[src/rtl/ram16_pkg.sv]
// ram16_pkg -- shared state encoding and constants for the 16-bit SRAM controller.
// Rev 1.0
`default_nettype none

package ram16_pkg;

    localparam int WAIT_DEFAULT = 1;
    localparam int CNT_W        = 3;

    typedef enum logic [1:0] {
        ST_IDLE = 2'd0,
        ST_LO   = 2'd1,
        ST_HI   = 2'd2,
        ST_ACK  = 2'd3
    } state_t;

endpackage

`default_nettype wire

[src/rtl/ram16_wcnt.sv]
// ram16_wcnt -- 3-bit phase down-counter with load, decrement and zero flag.
// Rev 1.0
`default_nettype none

module ram16_wcnt
    import ram16_pkg::*;
(
    input  logic             clk,
    input  logic             rst,
    input  logic             i_load,
    input  logic [CNT_W-1:0] i_load_val,
    input  logic             i_dec,
    output logic [CNT_W-1:0] o_cnt_nxt,
    output logic             o_zero
);

    logic [CNT_W-1:0] r_cnt;
    logic [CNT_W-1:0] w_cnt_nxt;

    always_comb begin
        w_cnt_nxt = r_cnt;
        if (i_load) begin
            w_cnt_nxt = i_load_val;
        end else if (i_dec) begin
            w_cnt_nxt = r_cnt - 3'd1;
        end
    end

    always_ff @(posedge clk) begin
        if (rst) begin
            r_cnt <= '0;
        end else begin
            r_cnt <= w_cnt_nxt;
        end
    end

    // Next value is exported so the owner can register outputs that depend on it.
    assign o_cnt_nxt = w_cnt_nxt;
    assign o_zero    = (r_cnt == '0);

endmodule

`default_nettype wire

[src/rtl/ram16_ctrl.sv]
// ram16_ctrl -- 32-bit bus to 16-bit async SRAM bridge, two half-word phases per access.
// Rev 1.0
`default_nettype none

module ram16_ctrl
    import ram16_pkg::*;
#(
    parameter int WAIT = WAIT_DEFAULT
)(
    input  logic        clk,
    input  logic        rst,
    input  logic        bus_stb,
    input  logic        bus_we,
    input  logic [21:0] bus_addr,
    input  logic [31:0] bus_din,
    output logic [31:0] bus_dout,
    output logic        bus_ack,
    output logic [22:0] sram_a,
    output logic [15:0] sram_d_out,
    input  logic [15:0] sram_d_in,
    output logic        sram_d_oe,
    output logic        sram_ce_n,
    output logic        sram_oe_n,
    output logic        sram_we_n,
    output logic        sram_lb_n,
    output logic        sram_ub_n
);

    state_t           r_state;
    state_t           w_state_nxt;
    logic             r_we;
    logic [21:0]      r_addr;
    logic [31:0]      r_din;
    logic [15:0]      r_rbuf_lo;

    logic             w_accept;
    logic             w_load;
    logic             w_dec;
    logic             w_zero;
    logic [CNT_W-1:0] w_cnt_nxt;

    logic             w_we_nxt;
    logic [21:0]      w_addr_nxt;
    logic [31:0]      w_din_nxt;
    logic             w_active_nxt;
    logic             w_hi_nxt;
    logic [22:0]      w_a_nxt;
    logic [15:0]      w_dout_nxt;
    logic             w_doe_nxt;
    logic             w_oe_n_nxt;
    logic             w_we_n_nxt;
    logic             w_ack_nxt;
    logic             w_lo_last;
    logic             w_hi_last;

    assign w_accept  = (r_state == ST_IDLE) && bus_stb;
    assign w_lo_last = (r_state == ST_LO) && w_zero;
    assign w_hi_last = (r_state == ST_HI) && w_zero;
    assign w_load    = w_accept || w_lo_last;
    assign w_dec     = ((r_state == ST_LO) || (r_state == ST_HI)) && !w_zero;

    ram16_wcnt u_wcnt (
        .clk        (clk),
        .rst        (rst),
        .i_load     (w_load),
        .i_load_val (CNT_W'(WAIT)),
        .i_dec      (w_dec),
        .o_cnt_nxt  (w_cnt_nxt),
        .o_zero     (w_zero)
    );

    always_ff @(posedge clk) begin
        if (rst) begin
            r_state <= ST_IDLE;
        end else begin
            r_state <= w_state_nxt;
        end
    end

    always_comb begin
        w_state_nxt = r_state;
        case (r_state)
            ST_IDLE: if (bus_stb) w_state_nxt = ST_LO;
            ST_LO:   if (w_zero)  w_state_nxt = ST_HI;
            ST_HI:   if (w_zero)  w_state_nxt = ST_ACK;
            ST_ACK:  w_state_nxt = ST_IDLE;
            default: w_state_nxt = ST_IDLE;
        endcase
    end

    // Outputs are computed for the upcoming cycle so every pin comes straight off a flop.
    always_comb begin
        w_we_nxt     = w_accept ? bus_we   : r_we;
        w_addr_nxt   = w_accept ? bus_addr : r_addr;
        w_din_nxt    = w_accept ? bus_din  : r_din;
        w_active_nxt = (w_state_nxt == ST_LO) || (w_state_nxt == ST_HI);
        w_hi_nxt     = (w_state_nxt == ST_HI);
        w_a_nxt      = w_active_nxt ? {w_addr_nxt, w_hi_nxt} : 23'd0;
        w_dout_nxt   = 16'd0;
        if (w_active_nxt && w_we_nxt) begin
            w_dout_nxt = w_hi_nxt ? w_din_nxt[31:16] : w_din_nxt[15:0];
        end
        w_doe_nxt    = w_active_nxt && w_we_nxt;
        w_oe_n_nxt   = !(w_active_nxt && !w_we_nxt);
        // Last cycle of a write phase releases WE for address/data hold.
        w_we_n_nxt   = !(w_active_nxt && w_we_nxt && (w_cnt_nxt != '0));
        w_ack_nxt    = (w_state_nxt == ST_ACK);
    end

    always_ff @(posedge clk) begin
        if (rst) begin
            r_we       <= 1'b0;
            r_addr     <= '0;
            r_din      <= '0;
            r_rbuf_lo  <= '0;
            bus_dout   <= '0;
            bus_ack    <= 1'b0;
            sram_a     <= '0;
            sram_d_out <= '0;
            sram_d_oe  <= 1'b0;
            sram_ce_n  <= 1'b1;
            sram_oe_n  <= 1'b1;
            sram_we_n  <= 1'b1;
            sram_lb_n  <= 1'b1;
            sram_ub_n  <= 1'b1;
        end else begin
            r_we       <= w_we_nxt;
            r_addr     <= w_addr_nxt;
            r_din      <= w_din_nxt;
            if (w_lo_last && !r_we) begin
                r_rbuf_lo <= sram_d_in;
            end
            if (w_hi_last && !r_we) begin
                bus_dout <= {sram_d_in, r_rbuf_lo};
            end
            bus_ack    <= w_ack_nxt;
            sram_a     <= w_a_nxt;
            sram_d_out <= w_dout_nxt;
            sram_d_oe  <= w_doe_nxt;
            sram_ce_n  <= !w_active_nxt;
            sram_oe_n  <= w_oe_n_nxt;
            sram_we_n  <= w_we_n_nxt;
            sram_lb_n  <= !w_active_nxt;
            sram_ub_n  <= !w_active_nxt;
        end
    end

endmodule

`default_nettype wire
[config.mk]
export PLATFORM = sky130hd
export DESIGN_NAME = ram16_ctrl
export DESIGN_NICKNAME = d
export VERILOG_FILES = /design/src/rtl/ram16_pkg.sv /design/src/rtl/ram16_wcnt.sv /design/src/rtl/ram16_ctrl.sv
export SDC_FILE = /design/constraint.sdc
export NUM_CORES = 1
export LEC_CHECK = 0
export CELL_PAD_IN_SITES_DETAIL_PLACEMENT = 1
export CELL_PAD_IN_SITES_GLOBAL_PLACEMENT = 1
export CORE_MARGIN = 1
export CORE_UTILIZATION = 38
export CTS_CLUSTER_SIZE = 12
export DETAILED_ROUTE_END_ITERATION = 6
export PLACE_DENSITY = 0.83
export SLEW_MARGIN = 10
export SYNTH_ARGS = -nofsm -noshare
export SYNTH_HDL_FRONTEND = slang
export SYNTH_SLANG_ARGS = --single-unit
[constraint.sdc]
create_clock -name clk -period 7.35 [get_ports clk]
set_clock_uncertainty 0.15 [all_clocks]
set_input_delay 1.47 -clock clk [delete_from_list [all_inputs] [get_ports clk]]
set_output_delay 1.47 -clock clk [all_outputs]
set_load 0.02 [all_outputs]
==> results.sh, run 1 <==
export IMPL_vias=4278
export IMPL_netSwitchingPower_mw=0.865
export IMPL_yosysWarningCount=0
export IMPL_die_w_um=121
export IMPL_cts_tree="built"
export IMPL_stdcell_count=877
export IMPL_r2r_end="sram_d_out[7]"
export IMPL_yosysSeqAreaShare_pct=56.5
export IMPL_muxShareOfSynthArea_pct=10.5
export IMPL_numCtsBuffers=17
export IMPL_crit_buf_inv=2
export IMPL_cp_num_cells=7
export IMPL_finalPower_mw=2.67
export IMPL_clkTransAtPathRegs_ns=0.06
export IMPL_place_ws_ns=3.18
export IMPL_p_comb_share_pct=28.4
export IMPL_fp_coreArea_um2=13800
export IMPL_dieArea_um2=14600
export IMPL_hold_viol=0
export IMPL_critPathMaxFanout=17
export IMPL_num_antenna_cells=0
export IMPL_period_share_pct=51.6
export IMPL_status="complete, no violations"
export IMPL_drc=0
export IMPL_start_util_pct=38.9
export IMPL_hold_end="bus_dout[11]"
export IMPL_viasPerCell=4.88
export IMPL_grt_pass1_vias=4665
export IMPL_synth_compound_area_share_pct=9.77
export IMPL_nets=767
export IMPL_yosysUniqueCellTypes=37
export IMPL_dpl_cell_area_um2=6910
export IMPL_rrSetupSlack_ns=4.35
export IMPL_root_buffer="clkbuf_16"
export IMPL_synth_cells=551
export IMPL_fin_area_um2=7530
export IMPL_crit_required_ns=7.49
export IMPL_drv_cap=0
export IMPL_cts_resized=0
export IMPL_worstPathCellList="clkdlybuf4s50_1 > nand2_1 > o21ai_0 > o22ai_1 > ha_1 > inv_1 > a2111oi_2"
export IMPL_finalSetupTns_ns=0
export IMPL_power_density_nw_per_um2=354
export IMPL_cts_buffer_depth=2
export IMPL_die_h_um=121
export IMPL_synth_top_area_share_pct=56.5
export IMPL_post_cts_setup_buffer_count=0
export IMPL_hold_path_class="reg -> reg"
export IMPL_grt_ovfl_total=0
export IMPL_p_leak_nw=2.95
export IMPL_antenna_left=0
export IMPL_arrival_ns=3.93
export IMPL_holdWs_ns=0.301
export IMPL_synth_xor_area_share_pct=0.326
export IMPL_hold_start="r_rbuf_lo[11]"
export IMPL_synth_top_family_by_area="simple AND/OR/NAND/NOR gates"
export IMPL_utilization_pct=54.5
export IMPL_worstRegToRegCells=8
export IMPL_wl_per_cell_um=16.1
export IMPL_synth_fa_ha_area_share_pct=2.09
export IMPL_htreeDepth=4
export IMPL_crit_type="in -> reg"
export IMPL_syn_nets=634
export IMPL_layout_setup_ws_ns=3.56
export IMPL_synth_seq_cells=152
export IMPL_dp_hpwl_um=9480
export IMPL_layout_min_cycle_time_ns=3.79
export IMPL_slowest_stage="ha_1"
export IMPL_grt_pass1_wl_um=22700
export IMPL_initialDrtViolationCount=223
export IMPL_avgSynthCellArea_um2=9.77
export IMPL_worstHoldPathCells=2
export IMPL_grt_setup_unrepaired="no"
export IMPL_finalSetupViolCount=0
export IMPL_row_count=43
export IMPL_layout_commonest_cell="dfxtp_1"
export IMPL_max_slew_margin_pct=25.6
export IMPL_final_max_slew_viol_count=0
export IMPL_layout_area_overhead_vs_synth_pct=39.9
export IMPL_final_cell_mix="dfxtp_1, clkdlybuf4s50_1, nand2_1"
export IMPL_grt_util_all_layers_pct=20.1
export IMPL_postCtsHoldBufs=0
export IMPL_yosysTopAreaCell="dfxtp_1"
export IMPL_vdd_drop_max_mv=0.191
export IMPL_gp_congestion=0.802
export IMPL_placed_cells=845
export IMPL_io_pins=152
export IMPL_timing_rr_start="u_wcnt.r_cnt[0]"
export IMPL_cp_start_kind="input port"
export IMPL_switching_share_pct=32.4
export IMPL_grt_max_degree=63
export IMPL_endpoint_kind="register"
export IMPL_critPathMaxStageDelay_ns=0.55
export IMPL_dr_pass1_iters=5
export IMPL_pwr_share_clk_pct=33.9
export IMPL_synth_area_leaders="dfxtp_1, mux2i_1, nand2_1, nor2_1, a21oi_1"
export IMPL_tightest_slew_ns=1.12
export IMPL_wl_um=14100
export IMPL_clk_latency_ns=0.41
export IMPL_intPower_mw=1.80
export IMPL_cpLargestDelayFamily="buffers and inverters"
export IMPL_drive_above_1_share_pct=6.74
export IMPL_port_buffers=151
export IMPL_antenna_found_initial=0
export IMPL_fmax_mhz=264
export IMPL_syn_area_um2=5380
export IMPL_synth_simple_gate_area_share_pct=16.4
export IMPL_clock_sinks=152
export IMPL_seq_power_share_pct=37.7
synthesized netlist by cell type:
cell       number
a2111oi_0       1
a2111oi_1       7
a2111oi_2       9
a211o_1         1
a211oi_1        1
a21o_1          1
a21oi_1        49
a31oi_1         1
and2_1         18
and3_1          1
buf_1           3
buf_12          2
buf_2           8
buf_4           5
buf_6           1
clkbuf_1       19
dfxtp_1       152
ha_1            9
inv_1           7
mux2i_1        54
mux2i_4         1
nand2_1       103
nand2_4         1
nand2b_1        2
nand3_1         1
nor2_1         80
nor2b_1         3
nor3_1          2
nor3b_2         1
o211ai_1        1
o21ai_0         1
o21ba_1         1
o22ai_1         1
o31ai_1         1
or2_1           1
xnor2_1         1
xor2_1          1
per-layer routing:
layer | track usage [%] | wire [um]
met1 | 22.7 | 6020
met2 | 34.8 | 6910
met3 | 7.05 | 964
met4 | 6.87 | 209
met5 | 0 | 0
flip-flops by register name, indices dropped and copies added, names as in the netlist, 2 cells and up:
name and flops:
r_rbuf_lo 16, bus_dout 32, u_wcnt.r_cnt 3, r_state 2, sram_d_out 16, r_addr 22, sram_a 23, r_din 32
worst reg2reg max path, stage by stage (launching register included):
cell and delay, ns:
dfxtp_1 0.32, inv_1 0.09, ha_1 0.23, nand2b_1 0.17, a211o_1 0.32, nand2_1 0.11, ha_1 0.50, inv_1 0.50
a2111oi_2 0.49
logic make-up (layout without fill, tap and decap cells):
family                     count (synthesis)  after routing
DFF                                      152            152
muxes                                     55             55
adders and majority gates                  9              9
and+or+nand+nor                          213            213
AOI/OAI and AO/OA                         75             75
xor gates and xnor gates                   2              2
buffers and inverters                     45            191
layout make-up:
type / count / area [um2]
Clock buffer: 17 / 425
Clock inverter: 15 / 194
Fill cell: 1520 / 6300
Inverter: 7 / 26.3
Multi-Input combinational cell: 354 / 2100
Sequential cell: 152 / 3040
Tap cell: 180 / 225
Timing Repair Buffer: 152 / 1520
power by group through the flow:
stage | combinational, mW | clock, mW | sequential, mW
after global routing | 0.829 | 0.961 | 1.02
after detailed placement | 0.759 | 0 | 1.02
after floorplan | 0.470 | 0 | 1.07
after CTS | 0.768 | 0.921 | 1.01
final | 0.757 | 0.904 | 1.00
after global placement | 0.727 | 0 | 1.02
worst max path at each step:
stage               startpoint            end  slack (ns)
floorplan              bus_stb  sram_d_out[3]        4.11
global placement       bus_stb  sram_d_out[2]        3.40
detailed placement     bus_stb  sram_d_out[0]        3.18
CTS                    bus_stb  sram_d_out[0]        3.59
global route           bus_stb  sram_d_out[3]        3.37
finish                 bus_stb  sram_d_out[7]        3.56
(Power assumes the default switching activity.)
==> run 2, diff against run 1 <==
--- a/config.mk
+++ b/config.mk
@@ -8,10 +8,10 @@
 export CELL_PAD_IN_SITES_DETAIL_PLACEMENT = 1
 export CELL_PAD_IN_SITES_GLOBAL_PLACEMENT = 1
 export CORE_MARGIN = 1
-export CORE_UTILIZATION = 38
+export CORE_UTILIZATION = 32
 export CTS_CLUSTER_SIZE = 12
 export DETAILED_ROUTE_END_ITERATION = 6
-export PLACE_DENSITY = 0.83
+export PLACE_DENSITY = 0.74
 export SLEW_MARGIN = 10
 export SYNTH_ARGS = -nofsm -noshare
 export SYNTH_HDL_FRONTEND = slang
==> constraint.sdc (replaced) <==
create_clock -name clk -period 3 [get_ports clk]
set_clock_uncertainty 0.15 [all_clocks]
set_input_delay 0.6 -clock clk [delete_from_list [all_inputs] [get_ports clk]]
set_output_delay 0.6 -clock clk [all_outputs]
set_load 0.02 [all_outputs]
==> run 2 against run 1 <==
Effect of this change:
- worst hold slack improved by 0.0014 ns
- critical path depth increased by 1
- flip-flop and latch count stayed put
- sequential share of layout area shrank 0.46 points
- register-to-register slack lost 4.1 ns
- non-clock buffer count rose by 11
- worst setup slack got worse by 3.3 ns
- critical path type is now reg -> reg
- largest power group unchanged
==> results.sh, run 2 (synthesis results as in run 1) <==
export IMPL_use_met1_pct=20.1
export IMPL_layout_area_overhead_vs_synth_pct=41.5
export IMPL_cts_tree="built"
export IMPL_dr_pass1_iters=4
export IMPL_antenna_found_initial=0
export IMPL_port_buffers=151
export IMPL_vias=4263
export IMPL_worstPathCellList="inv_1 > ha_1 > nand2_1 > o21ai_0 > o22ai_1 > ha_1 > or2_2 > a2111oi_1"
export IMPL_cpLargestDelayFamily="compound AO/OA/AOI/OAI gates"
export IMPL_grt_max_degree=64
export IMPL_critPathMaxFanout=27
export IMPL_grt_setup_unrepaired="no"
export IMPL_io_pins=152
export IMPL_hold_viol=0
export IMPL_crit_type="reg -> reg"
export IMPL_tightest_slew_ns=0.701
export IMPL_wl_um=14400
export IMPL_num_antenna_cells=0
export IMPL_place_ws_ns=-0.0497
export IMPL_grt_ovfl_total=0
export IMPL_clkTransAtPathRegs_ns=0.06
export IMPL_nets=778
export IMPL_grt_pass1_vias=4635
export IMPL_critPathMaxStageDelay_ns=0.56
export IMPL_dp_hpwl_um=10200
export IMPL_root_buffer="clkbuf_16"
export IMPL_arrival_ns=2.88
export IMPL_drv_cap=0
export IMPL_layout_commonest_cell="dfxtp_1"
export IMPL_drive_above_1_share_pct=8.05
export IMPL_final_max_slew_viol_count=0
export IMPL_final_cell_mix="dfxtp_1, clkdlybuf4s50_1, nand2_1"
export IMPL_die_w_um=132
export IMPL_max_slew_margin_pct=53.2
export IMPL_seqCellArea_um2=3040
export IMPL_cts_resized=0
export IMPL_clock_sinks=152
export IMPL_dieArea_um2=17300
export IMPL_n_fill_cell=1820
export IMPL_grt_util_all_layers_pct=17.4
export IMPL_status="complete, no violations"
export IMPL_power_density_nw_per_um2=843
export IMPL_fp_coreArea_um2=16500
export IMPL_crit_required_ns=3.14
export IMPL_multi_input_area_um2=2100
export IMPL_antenna_left=0
export IMPL_crit_buf_inv=1
export IMPL_use_met3_pct=6.17
export IMPL_finalSetupViolCount=0
export IMPL_vdd_drop_max_mv=0.478
export IMPL_post_cts_setup_buffer_count=0
export IMPL_cts_buffer_depth=2
export IMPL_grt_busiest_layer="met2"
export IMPL_cp_start_kind="register"
export IMPL_htreeDepth=4
export IMPL_period_share_pct=91.2
export IMPL_biggestRegsByFlops="bus_dout: 32 flops, r_din: 32 flops, sram_a: 23 flops"
export IMPL_viasPerCell=4.59
export IMPL_numCtsBuffers=17
export IMPL_layout_setup_ws_ns=0.265
export IMPL_p_leak_nw=2.98
export IMPL_endpoint_kind="register"
export IMPL_clk_latency_ns=0.42
export IMPL_wl_per_cell_um=15.5
export IMPL_fmax_mhz=366
export IMPL_gp_congestion=0.785
export IMPL_hold_path_class="in -> reg"
export IMPL_layout_min_cycle_time_ns=2.74
export IMPL_drc=0
export IMPL_die_h_um=132
export IMPL_crit_path_frequent_cell="ha_1"
export IMPL_grtUsageMet2_pct=29.2
export IMPL_postCtsHoldBufs=0
export IMPL_start_util_pct=32.6
export IMPL_row_count=47
export IMPL_finalSetupTns_ns=0
export IMPL_slowest_stage="or2_2"
export IMPL_initialDrtViolationCount=178
export IMPL_grt_pass1_wl_um=23600
run 2: cell types whose count changed in the layout (fill, tap and decap cells not counted):
cell / previous run / this run
buf_4: 2 / 13
bufinv_16: 3 / 1
clkbuf_1: 0 / 1
clkbuf_8: 0 / 2
clkinv_2: 0 / 1
clkinv_4: 4 / 2
clkinvlp_4: 3 / 5
inv_6: 4 / 3
inv_8: 1 / 0
run 2: cell type report:
cell class	instances	area share, %
clock inverters	12	1.53
repair buffers	163	21.0
flip-flops and latches	152	39.9
well taps	220	3.61
clock buffers	20	6.00
inverters	7	0.345
multi-input cells	354	27.6
run 2: metrics by stage:
stage          instances  hold slack (ns)  instance area [um2]  util (%)  total power, mW
2_1_floorplan        551            0.282                 5380         -             3.78
3_3_place_gp         896            0.287                 7040      42.6             4.34
3_5_place_dp         896            0.298                 7040      42.6             4.43
4_1_cts              928            0.297                 7620      46.1             6.51
5_1_grt              928            0.307                 7620      46.1             6.77
6_report             928            0.303                 7620      46.1             6.42
run 2: path summary, 6_finish.rpt:
check                                   from            end  slack (ns)  depth (start not counted)
worst min register to register  bus_dout[31]   bus_dout[31]        0.30                          2
worst min-delay path                     rst      r_din[17]        0.30                          2
worst max register to register    r_state[0]  sram_d_out[3]        0.26                          8
worst max-delay path              r_state[0]  sram_d_out[3]        0.26                          8
run 2: layer usage:
metal	wire [um]	part of all wire (%)
met4	216	1.5
met2	6910	48
met3	995	6.9
met1	6300	44
met5	0	0
run 2: report_power, final:
part / total, mW / internal (mW) / switching [mW] / leakage (nW)
combinational: 1.90 / 0.779 / 1.12 / 1.48
sequential: 2.46 / 2.34 / 0.128 / 1.24
clock: 2.06 / 1.19 / 0.863 / 0.266
==> run 3, diff against run 2 <==
--- a/config.mk
+++ b/config.mk
@@ -12,6 +12,7 @@
 export CTS_CLUSTER_SIZE = 12
 export DETAILED_ROUTE_END_ITERATION = 6
 export PLACE_DENSITY = 0.74
+export RECOVER_POWER = 100
 export SLEW_MARGIN = 10
 export SYNTH_ARGS = -nofsm -noshare
 export SYNTH_HDL_FRONTEND = slang
==> run 3 against run 2 <==
Effect of this change:
- die area is the same
- sequential share of layout area grew 0.43 points
- total power shrank 2.0%
- highest routed layer unchanged
==> results.sh, run 3 (synthesis results as in run 1) <==
export IMPL_status="complete, no violations"
export IMPL_finalPower_mw=6.29
export IMPL_hold_start="bus_dout[31]"
export IMPL_n_fill_cell=1835
export IMPL_num_antenna_cells=0
export IMPL_tightest_slew_ns=0.922
export IMPL_antenna_found_initial=0
export IMPL_seqCellArea_um2=3040
export IMPL_row_count=47
export IMPL_finalSetupViolCount=0
export IMPL_worstHoldPathCells=2
export IMPL_nets=778
export IMPL_grt_pass1_wl_um=23600
export IMPL_period_share_pct=92.9
export IMPL_layout_area_overhead_vs_synth_pct=40.0
export IMPL_io_pins=152
export IMPL_r2r_end="sram_d_out[9]"
export IMPL_vias=4266
export IMPL_multi_input_area_um2=2020
export IMPL_power_density_nw_per_um2=835
export IMPL_hold_end="bus_dout[31]"
export IMPL_cts_tree="built"
export IMPL_wl_um=14500
export IMPL_antenna_left=0
export IMPL_viasPerCell=4.60
export IMPL_rrSetupSlack_ns=0.28
export IMPL_timing_rr_start="r_state[0]"
export IMPL_p_comb_share_pct=28.3
export IMPL_startpoint="bus_stb"
export IMPL_worstRegToRegCells=8
export IMPL_max_slew_margin_pct=38.5
export IMPL_hold_path_class="reg -> reg"
export IMPL_biggestRegsByFlops="bus_dout: 32 flops, r_din: 32 flops, sram_a: 23 flops"
export IMPL_dp_hpwl_um=10200
export IMPL_htreeDepth=4
export IMPL_crit_required_ns=3.16
export IMPL_switching_share_pct=32.7
export IMPL_fmax_mhz=359
export IMPL_wl_per_cell_um=15.6
export IMPL_grt_ovfl_total=0
export IMPL_drc=0
export IMPL_cp_start_kind="input port"
export IMPL_port_buffers=151
export IMPL_postCtsHoldBufs=0
export IMPL_gp_congestion=0.785
export IMPL_grt_max_degree=64
export IMPL_final_max_slew_viol_count=0
export IMPL_grt_pass1_vias=4635
export IMPL_fp_coreArea_um2=16500
export IMPL_numCtsBuffers=17
export IMPL_final_cell_mix="dfxtp_1, nand2_1, nor2_1"
export IMPL_pwr_share_clk_pct=32.7
export IMPL_cts_resized=0
export IMPL_clock_sinks=152
export IMPL_grt_setup_unrepaired="no"
export IMPL_endpoint_kind="register"
export IMPL_dieArea_um2=17300
export IMPL_layout_commonest_cell="dfxtp_1"
export IMPL_clkTransAtPathRegs_ns=0.07
export IMPL_cts_buffer_depth=2
export IMPL_root_buffer="clkbuf_16"
export IMPL_drive_above_1_share_pct=6.50
export IMPL_hold_viol=0
export IMPL_p_leak_nw=3.21
export IMPL_dr_pass1_iters=4
export IMPL_finalSetupTns_ns=0
export IMPL_initialDrtViolationCount=176
export IMPL_post_cts_setup_buffer_count=0
export IMPL_clk_latency_ns=0.42
export IMPL_die_h_um=132
export IMPL_vdd_drop_max_mv=0.476
export IMPL_seq_power_share_pct=39.0
export IMPL_grt_util_all_layers_pct=17.4
export IMPL_utilization_pct=45.6
export IMPL_crit_type="in -> reg"
export IMPL_layout_min_cycle_time_ns=2.79
export IMPL_die_w_um=132
export IMPL_start_util_pct=32.6
export IMPL_critPathMaxFanout=22
export IMPL_intPower_mw=4.24
export IMPL_drv_cap=0
export IMPL_netSwitchingPower_mw=2.06
export IMPL_arrival_ns=2.94
run 3: cell types whose count changed in the layout (fill, tap and decap cells not counted), moves of 4 or more:
cell / previous run / this run
clkdlybuf4s50_1: 150 / 72
a2111oi_1: 7 / 1
buf_4: 13 / 9
a2111oi_2: 9 / 0
dlygate4sd3_1: 0 / 78
a2111oi_0: 1 / 16
run 3: layout make-up:
| cell class | count | area share [%] |
|---|---|---|
| clock buffers | 20 | 6.06 |
| clock inverters | 12 | 1.54 |
| inverters | 7 | 0.349 |
| multi-input cells | 354 | 26.9 |
| flip-flops and latches | 152 | 40.4 |
| well taps | 220 | 3.65 |
| repair buffers | 163 | 21.2 |
run 3: how the worst max path moves through the flow:
stage                endpoint  slack, ns  cells after the start
5_1_grt        sram_d_out[13]       0.06                      7
6_report           sram_a[19]       0.21                      6
2_1_floorplan   sram_d_out[3]       0.53                     10
3_3_place_gp    sram_d_out[2]       0.13                      7
3_5_place_dp    sram_d_out[3]      -0.05                      7
4_1_cts         sram_d_out[3]       0.23                      8
run 3: per-stage QoR:
| step | instance area, um2 | worst slack, ns | cells | hold slack, ns |
|---|---|---|---|---|
| floorplan | 5380 | 0.530 | 551 | 0.282 |
| global placement | 7040 | 0.127 | 896 | 0.287 |
| detailed placement | 7040 | -0.0497 | 896 | 0.298 |
| CTS | 7620 | 0.232 | 928 | 0.297 |
| global route | 7540 | 0.0608 | 928 | 0.307 |
| finish | 7540 | 0.214 | 928 | 0.301 |
run 3: power by group through the flow:
stage / logic (mW) / registers [mW] / clock network [mW]
2_1_floorplan: 1.15 / 2.63 / 0
3_3_place_gp: 1.85 / 2.50 / 0
3_5_place_dp: 1.92 / 2.50 / 0
4_1_cts: 1.93 / 2.47 / 2.11
5_1_grt: 1.96 / 2.48 / 2.20
6_report: 1.78 / 2.46 / 2.06
run 3: per-layer routing:
layer / GRT usage [%] / wire length [um] / vias up / share of wire [%]
met5: 0 / 0 / - / 0
met4: 7.17 / 216 / 0 / 1.5
met3: 6.17 / 999 / 17 / 6.9
met2: 29.2 / 6880 / 116 / 48
met1: 20.1 / 6380 / 2038 / 44
li1: - / - / 2095 / -
run 3: critical path, stage by stage:
cell and delay [ns]:
clkdlybuf4s50_1 0.42, clkbuf_4 0.14, nand2_1 0.63, buf_2 0.69, mux2i_1 0.36, nor2_1 0.09
